## src/rtl/duft_seq_ctrl.sv

```systemverilog
// duft_seq_ctrl: expands host DUT-run / DFT-scan commands into DUFT ap_ctrl_hs
// bus transactions and streams read-back words to the host over valid/ready.
module duft_seq_ctrl #(
    parameter int unsigned DUMP_NBR   = 1,
    parameter int unsigned MAX_CYCLES = 16,
    parameter int unsigned POLL_MAX   = 64,
    parameter int unsigned TIMEOUT    = 200
) (
    input  logic        clk,
    input  logic        ap_rst_n,
    input  logic        cmd_valid,
    output logic        cmd_ready,
    input  logic        cmd_mode,
    input  logic [31:0] cmd_data,
    output logic        res_valid,
    input  logic        res_ready,
    output logic [31:0] res_data,
    output logic [7:0]  res_tag,
    output logic        done,
    output logic        err,
    output logic [1:0]  err_code,
    output logic [31:0] addr,
    output logic [31:0] wr_data,
    output logic        rd_wr,
    output logic        ap_start,
    input  logic        ap_idle,
    input  logic        ap_ready,
    input  logic        ap_done,
    input  logic [31:0] ap_return
);

    typedef enum logic [1:0] {BIdle, BWaitIdle, BWaitDone} bus_st_e;
    typedef enum logic [3:0] {
        MIdle, MWrIn, MOpWr, MOpNone, MOpPoll, MRdOut, MRdDump, MRdState, MEmit
    } main_st_e;
    typedef enum logic [2:0] {PhInput, PhRun, PhEndr, PhTest, PhNext, PhEndt} phase_e;

    bus_st_e     bus_st_q, bus_st_d;
    logic [15:0] tmo_q, tmo_d;
    logic [31:0] addr_q, addr_d, wr_data_q, wr_data_d, rdata_q, rdata_d;
    logic        rd_wr_q, rd_wr_d, ap_start_q, ap_start_d;
    logic        bus_done_q, bus_done_d, bus_err_q, bus_err_d;

    main_st_e    st_q, st_d;
    phase_e      ph_q, ph_d;
    logic        mode_q, mode_d, cmd_ready_q, cmd_ready_d;
    logic [31:0] data_q, data_d, res_data_q, res_data_d;
    logic [7:0]  cycle_q, cycle_d, res_tag_q, res_tag_d;
    logic [2:0]  dump_q, dump_d;
    logic [15:0] poll_q, poll_d;
    logic        done_q, done_d, err_q, err_d;
    logic [1:0]  err_code_q, err_code_d;

    logic        bus_req, req_rd;
    logic [31:0] req_addr, req_wdata, op_x;
    logic [3:0]  op_s;

    // ap_ready is reserved by the DUFT interface and not needed here.
    logic unused_ap_ready;
    assign unused_ap_ready = ap_ready;

    // Opcode to issue and STATE value to poll for in the current phase.
    always_comb begin
        op_x = 32'd0;
        op_s = 4'd0;
        unique case (ph_q)
            PhInput: begin op_x = 32'd1; op_s = 4'd3; end
            PhRun:   begin op_x = 32'd2; op_s = 4'd5; end
            PhEndr:  begin op_x = 32'd3; op_s = 4'd0; end
            PhTest:  begin op_x = 32'd4; op_s = 4'd9; end
            PhNext:  begin op_x = 32'd5; op_s = 4'd9; end
            PhEndt:  begin op_x = 32'd6; op_s = 4'd0; end
            default: ;
        endcase
    end

    // Bus request: one per bus-phase state, issued only once the engine has
    // spent a cycle idle after the previous transaction.
    always_comb begin
        req_rd    = 1'b1;
        req_addr  = 32'h0;
        req_wdata = 32'h0;
        bus_req   = (bus_st_q == BIdle) && !bus_done_q && !bus_err_q;
        unique case (st_q)
            MWrIn:    begin req_rd = 1'b0; req_addr = 32'h10; req_wdata = data_q; end
            MOpWr:    begin req_rd = 1'b0; req_addr = 32'h0;  req_wdata = op_x;   end
            MOpNone:  begin req_rd = 1'b0; req_addr = 32'h0;  end
            MOpPoll:  req_addr = 32'h1;
            MRdOut:   req_addr = 32'h18;
            MRdDump:  req_addr = 32'h20 + {29'd0, dump_q};
            MRdState: req_addr = 32'h1;
            default:  bus_req = 1'b0;
        endcase
    end

    // Bus engine: drive address, wait ap_idle, start, wait ap_done, park the bus.
    always_comb begin
        bus_st_d   = bus_st_q;
        tmo_d      = tmo_q;
        addr_d     = addr_q;
        wr_data_d  = wr_data_q;
        rd_wr_d    = rd_wr_q;
        ap_start_d = ap_start_q;
        rdata_d    = rdata_q;
        bus_done_d = 1'b0;
        bus_err_d  = 1'b0;
        unique case (bus_st_q)
            BIdle: begin
                if (bus_req) begin
                    bus_st_d  = BWaitIdle;
                    addr_d    = req_addr;
                    wr_data_d = req_wdata;
                    rd_wr_d   = req_rd;
                    tmo_d     = '0;
                end
            end
            BWaitIdle, BWaitDone: begin
                if (bus_st_q == BWaitIdle && ap_idle) begin
                    ap_start_d = 1'b1;
                    tmo_d      = '0;
                    bus_st_d   = BWaitDone;
                end else if (bus_st_q == BWaitDone && ap_done) begin
                    rdata_d    = ap_return;
                    bus_done_d = 1'b1;
                    ap_start_d = 1'b0;
                    addr_d     = '1;
                    bus_st_d   = BIdle;
                end else if (tmo_q == 16'(TIMEOUT - 1)) begin
                    bus_err_d  = 1'b1;
                    ap_start_d = 1'b0;
                    addr_d     = '1;
                    bus_st_d   = BIdle;
                end else begin
                    tmo_d = tmo_q + 16'd1;
                end
            end
            default: bus_st_d = BIdle;
        endcase
    end

    // Command sequencer: steps through the op/poll/read plan on each bus completion.
    always_comb begin
        st_d       = st_q;
        ph_d       = ph_q;
        mode_d     = mode_q;
        data_d     = data_q;
        cycle_d    = cycle_q;
        dump_d     = dump_q;
        poll_d     = poll_q;
        res_data_d = res_data_q;
        res_tag_d  = res_tag_q;
        done_d     = 1'b0;
        err_d      = 1'b0;
        err_code_d = err_code_q;
        if (bus_err_q) begin
            st_d = MIdle; done_d = 1'b1; err_d = 1'b1; err_code_d = 2'd1;
        end else begin
            unique case (st_q)
                MIdle: begin
                    if (cmd_valid && cmd_ready_q) begin
                        mode_d = cmd_mode; data_d = cmd_data; err_code_d = 2'd0;
                        cycle_d = '0; ph_d = PhInput; st_d = MWrIn;
                    end
                end
                MWrIn:   if (bus_done_q) st_d = MOpWr;
                MOpWr:   if (bus_done_q) st_d = MOpNone;
                MOpNone: if (bus_done_q) begin st_d = MOpPoll; poll_d = '0; end
                MOpPoll: begin
                    if (bus_done_q) begin
                        if (rdata_q[3:0] == op_s) begin
                            unique case (ph_q)
                                PhInput: begin ph_d = mode_q ? PhTest : PhRun; st_d = MOpWr; end
                                PhRun:   begin ph_d = PhEndr; st_d = MOpWr; end
                                PhEndr:  st_d = MRdOut;
                                PhEndt:  begin st_d = MIdle; done_d = 1'b1; end
                                default: begin st_d = MRdDump; dump_d = '0; end
                            endcase
                        end else if (poll_q == 16'(POLL_MAX - 1)) begin
                            st_d = MIdle; done_d = 1'b1; err_d = 1'b1; err_code_d = 2'd2;
                        end else begin
                            poll_d = poll_q + 16'd1;
                        end
                    end
                end
                MRdOut: begin
                    if (bus_done_q) begin res_data_d = rdata_q; res_tag_d = '0; st_d = MEmit; end
                end
                MRdDump: begin
                    if (bus_done_q) begin
                        res_data_d = rdata_q; res_tag_d = {cycle_q[4:0], dump_q}; st_d = MEmit;
                    end
                end
                MEmit: begin
                    if (res_ready) begin
                        if (!mode_q) begin
                            st_d = MIdle; done_d = 1'b1;
                        end else if (dump_q == 3'(DUMP_NBR - 1)) begin
                            st_d = MRdState;
                        end else begin
                            dump_d = dump_q + 3'd1; st_d = MRdDump;
                        end
                    end
                end
                MRdState: begin
                    if (bus_done_q) begin
                        // bit 5 is the DUFT's dut_op_commit flag
                        if (rdata_q[5] && rdata_q[3:0] == 4'd9) begin
                            ph_d = PhEndt; st_d = MOpWr;
                        end else if ((cycle_q + 8'd1) == 8'(MAX_CYCLES)) begin
                            st_d = MIdle; done_d = 1'b1; err_d = 1'b1; err_code_d = 2'd3;
                        end else begin
                            cycle_d = cycle_q + 8'd1; ph_d = PhNext; st_d = MOpWr;
                        end
                    end
                end
                default: st_d = MIdle;
            endcase
        end
        cmd_ready_d = (st_d == MIdle);
    end

    // State registers.
    always_ff @(posedge clk or negedge ap_rst_n) begin
        if (!ap_rst_n) begin
            bus_st_q   <= BIdle;      tmo_q      <= '0;
            addr_q     <= '1;         wr_data_q  <= '0;
            rd_wr_q    <= 1'b1;       ap_start_q <= 1'b0;
            rdata_q    <= '0;         bus_done_q <= 1'b0;
            bus_err_q  <= 1'b0;       st_q       <= MIdle;
            ph_q       <= PhInput;    mode_q     <= 1'b0;
            data_q     <= '0;         cycle_q    <= '0;
            dump_q     <= '0;         poll_q     <= '0;
            res_data_q <= '0;         res_tag_q  <= '0;
            done_q     <= 1'b0;       err_q      <= 1'b0;
            err_code_q <= '0;         cmd_ready_q <= 1'b0;
        end else begin
            bus_st_q   <= bus_st_d;   tmo_q      <= tmo_d;
            addr_q     <= addr_d;     wr_data_q  <= wr_data_d;
            rd_wr_q    <= rd_wr_d;    ap_start_q <= ap_start_d;
            rdata_q    <= rdata_d;    bus_done_q <= bus_done_d;
            bus_err_q  <= bus_err_d;  st_q       <= st_d;
            ph_q       <= ph_d;       mode_q     <= mode_d;
            data_q     <= data_d;     cycle_q    <= cycle_d;
            dump_q     <= dump_d;     poll_q     <= poll_d;
            res_data_q <= res_data_d; res_tag_q  <= res_tag_d;
            done_q     <= done_d;     err_q      <= err_d;
            err_code_q <= err_code_d; cmd_ready_q <= cmd_ready_d;
        end
    end

    assign cmd_ready = cmd_ready_q;
    assign res_valid = (st_q == MEmit);
    assign res_data  = res_data_q;
    assign res_tag   = res_tag_q;
    assign done      = done_q;
    assign err       = err_q;
    assign err_code  = err_code_q;
    assign addr      = addr_q;
    assign wr_data   = wr_data_q;
    assign rd_wr     = rd_wr_q;
    assign ap_start  = ap_start_q;

endmodule
```

## config.mk

```make
export PLATFORM = sky130hd
export DESIGN_NAME = duft_seq_ctrl
export DESIGN_NICKNAME = d
export VERILOG_FILES = /design/src/rtl/duft_seq_ctrl.sv
export SDC_FILE = /design/constraint.sdc
export NUM_CORES = 1
export LEC_CHECK = 0
export BUFFER_PORTS_ARGS = -buffer_cell sky130_fd_sc_hd__buf_2
export CELL_PAD_IN_SITES_DETAIL_PLACEMENT = 0
export CELL_PAD_IN_SITES_GLOBAL_PLACEMENT = 2
export CORE_UTILIZATION = 32
export DETAILED_ROUTE_END_ITERATION = 6
export GPL_TIMING_DRIVEN = 0
export PLACE_DENSITY = 0.81
export SETUP_SLACK_MARGIN = 0.15
export SYNTH_ARGS = -nofsm -noshare
export SYNTH_HDL_FRONTEND = slang
export SYNTH_SLANG_ARGS = --single-unit
```

## constraint.sdc

```tcl
create_clock -name clk -period 2.2 [get_ports clk]
set_input_delay 0.33 -clock clk [delete_from_list [all_inputs] [get_ports clk]]
set_output_delay 0.33 -clock clk [all_outputs]
set_load 0.03 [all_outputs]
```

==> summary.md <==
| Metric | Value |
|---|---|
| Final Util | 0.4932 |
| RD Place Congestion | 0.8172 |
| Worst setup SP type | flip-flop |
| Hold Path Class | in -> reg |
| Flop2flop setup slack | -70 ps |
| Violated checks | negative setup slack |
| Worst Path Required | 2650 ps |
| Storage cell area | 5151 um2 |
| Row cnt | 63 |
| Slew at the pin closest to its max-slew limit | 800.3 ps |
| Clock skew | 14.19 ps |
| Async set or reset register ratio after synthesis | 1.000 |
| Wirelength, routed | 29,450 um |
| CP max FO | 5 |
| Max VDD drop | 0.0006948 V |
| Most frequent cell after synthesis | dfrtp_1 |
| Die footprint | 30,940 um2 |
| CTS Buffer Depth | 3 |
| Post-Place Worst Slack | -525.3 ps |
| Endpoint type of the worst setup path | flip-flop |
| Relative slew slack | 0.4665 |
| Layout cells sized above 1 | 0.5254 |
| Crit path kind | reg -> reg |
| Min Tclk post-route | 2270 ps |
| Placed insts | 1,486 |
| GR Util All Layers | 0.1850 |
| DR pass1 iterations | 5 |
| Seq cells post-synth | 205 |
| Clk_lat worst skew | 530 ps |
| CTS tree | yes |
| Setup_tns | -537.1 ps |
| Max Cap Viol | 0 |
| IO Count | 184 |
| Hold-critical path depth | 2 |
| Root buf cell | clkbuf_16 |
| CTS Buf Count | 23 |
| Top-area cell type share of the netlist area | 0.5094 |
| Synth-to-layout area growth | 51.45% |
| First-pass GRT wire length | 46,000 um |
| Final WS setup | -69.69 ps |
| Tcrit/Tclk final | 1.032 |
| # fillers | 2,667 |
| Power density cells | 1154 nW/um2 |
| Max Fclk | 440.6 MHz |
| Gate Count Post-Synth | 913 |
| Worst-path clk slew | 60 ps |
| Top FF cell, synth | dfrtp_1 |
| Fin. max-slew vios | 0 |
| Post-Syn Area | 9677 um2 |
| CTS H-tree depth | 1 |
| Reg2reg path depth | 11 |
| Core area | 29,720 um2 |
| DPL Wire Length | 18,800 um |
| Non-filler cells, final | 1,651 |
| EDFF count, synth | 0 |
| Routed Antenna Nets | 0 |
| Setup violations, final | 15 |
| Endpoints failing hold | 0 |
| Clock Sinks | 205 |
| Synth area leader | dfrtp_1 |
| Die Height | 175.9 um |
| Arrival time of the worst setup path | 2720 ps |
| # DRC | 0 |
| Die width | 175.9 um |
| Initial Util | 0.3256 |
| YS warnings | 0 |
| DR iter-0 viols | 461 |
| Distinct cells, synth | 70 |
| Leak pwr | 6.818 nW |
| Post-DR wirelength/cell | 17.84 um |
| Syn Nets | 994 |
| Status | finished with violations |
| Seq/Total Area, Yosys | 0.5312 |
| Largest cells by area after synthesis | dfrtp_1 51%, mux2_2 11%, nand2_1 4.9%, o21ai_0 3.8%, dfstp_2 2.2% |
| GRT overflow | 0 |
| Commonest cells post-synth | 197 x dfrtp_1, 126 x nand2_1, 97 x mux2_2 |
| PortBufs | 182 |
| Via count | 8,311 |
| Placed cell area | 11,300 um2 |
| Total Nets Final | 1,324 |
| Footprint of the multi-input gates | 5275 um2 |
| Initial antenna violation count | 4 |
| Vias per cell | 5.034 |
| Final Instance Area | 14,660 um2 |
| Avg Inst Size Synth | 10.60 um2 |
| Number of global-route vias before repair | 8,336 |
| Largest net degree at the start of global routing | 105 |
| Unrepaired setup endpoints after global routing | true |
through the flow:
step / hold slack [ps] / power (mW)
2_1_floorplan: 34.41 / 8.811
3_3_place_gp: 458.9 / 10.38
3_5_place_dp: 455.3 / 10.44
4_1_cts: 4.992 / 15.92
5_1_grt: 14.40 / 17.82
6_report: 25.79 / 16.91
final cells by class:
| cell class | instances | share of cell area |
|---|---|---|
| Inverter | 20 | 0.005123 |
| Clock inverter | 11 | 0.008538 |
| Buffer | 72 | 0.04551 |
| Tap cell | 390 | 0.03330 |
| Antenna cell | 1 | 0.0001708 |
| Clock buffer | 31 | 0.04337 |
| Sequential cell | 205 | 0.3515 |
| Timing Repair Buffer | 306 | 0.1526 |
| Multi-Input combinational cell | 615 | 0.3599 |
power by group:
| part | switching [mW] | internal, mW |
|---|---|---|
| Clock | 1.66 | 2.28 |
| Combinational | 4.18 | 3.52 |
| Sequential | 0.586 | 4.68 |
state kept, by name, indices dropped and copies added, names as in the netlist, 2 cells and up:
register,flops
data_q,32
rdata_q,32
res_data,32
wr_data,32
poll_q,16
tmo_q,16
cycle_q,8
res_tag,8
addr,7
st_q,4
dump_q,3
ph_q,3
bus_st_q,2
err_code,2
placed cells by master (no fill, tap or decap), types with 14 or more instances in the layout:
cell type / netlist / final
a21oi_1: 37 / 25
buf_2: 19 / 182
buf_4: 25 / 101
buf_6: 2 / 45
clkbuf_16: 0 / 26
dfrtp_1: 197 / 191
inv_1: 20 / 14
mux2_2: 97 / 45
mux2_4: 0 / 52
nand2_1: 126 / 121
nand3_1: 21 / 16
nor2_1: 42 / 32
o21ai_0: 74 / 59
path summary, 6_finish.rpt:
path | endpoint | startpoint
worst max-delay path | tmo_q[6]$_DFFE_PN0P_ | bus_st_q[0]$_DFFE_PN0P_
worst min-delay path | rdata_q[12]$_DFFE_PN0P_ | ap_return[12]
worst max register to register | tmo_q[6]$_DFFE_PN0P_ | bus_st_q[0]$_DFFE_PN0P_
worst min register to register | wr_data[15]$_DFFE_PN0P_ | wr_data[15]$_DFFE_PN0P_
max in group asynchronous | res_data[14]$_DFFE_PN0P_ | ap_rst_n
min in group asynchronous | wr_data[27]$_DFFE_PN0P_ | ap_rst_n
kinds of logic after synthesis:
family,count (synthesis),share of synthesized area
AO/OA/AOI/OAI,199,0.1307
AND/OR/NAND/NOR,297,0.1510
adder cells (fa/ha/maj),9,0.01164
XOR/XNOR,6,0.005431
buffers and inverters,93,0.04991
flip-flops,205,0.5312
multiplexers,104,0.1201
routing by layer:
metal,part of all wire,global-route usage,routed length (um)
met2,0.46,0.2931,13400
met1,0.45,0.2497,13240
met4,0.023,0.04384,669
met5,0.00078,0,23
met3,0.072,0.05087,2111
critical path, cell delays in order, from the launching register on:
cell,delay (ps)
dfrtp_1,410
inv_2,90
ha_4,200
buf_8,120
a21bo_4,170
buf_8,90
nor2_4,40
buf_4,130
a211o_4,310
buf_6,140
or3_1,330
a21oi_1,140
repair_timing:
item / CTS / global route
buffers inserted: 60 / 52
hold buffers: 1 / 0
endpoints found under the hold margin: 95 / 0
resized for setup: 250 / 123
setup endpoints to repair: 219 / 187
pin swaps: 55 / 53
gates cloned: 5 / 5
(Power assumes the default switching activity.)
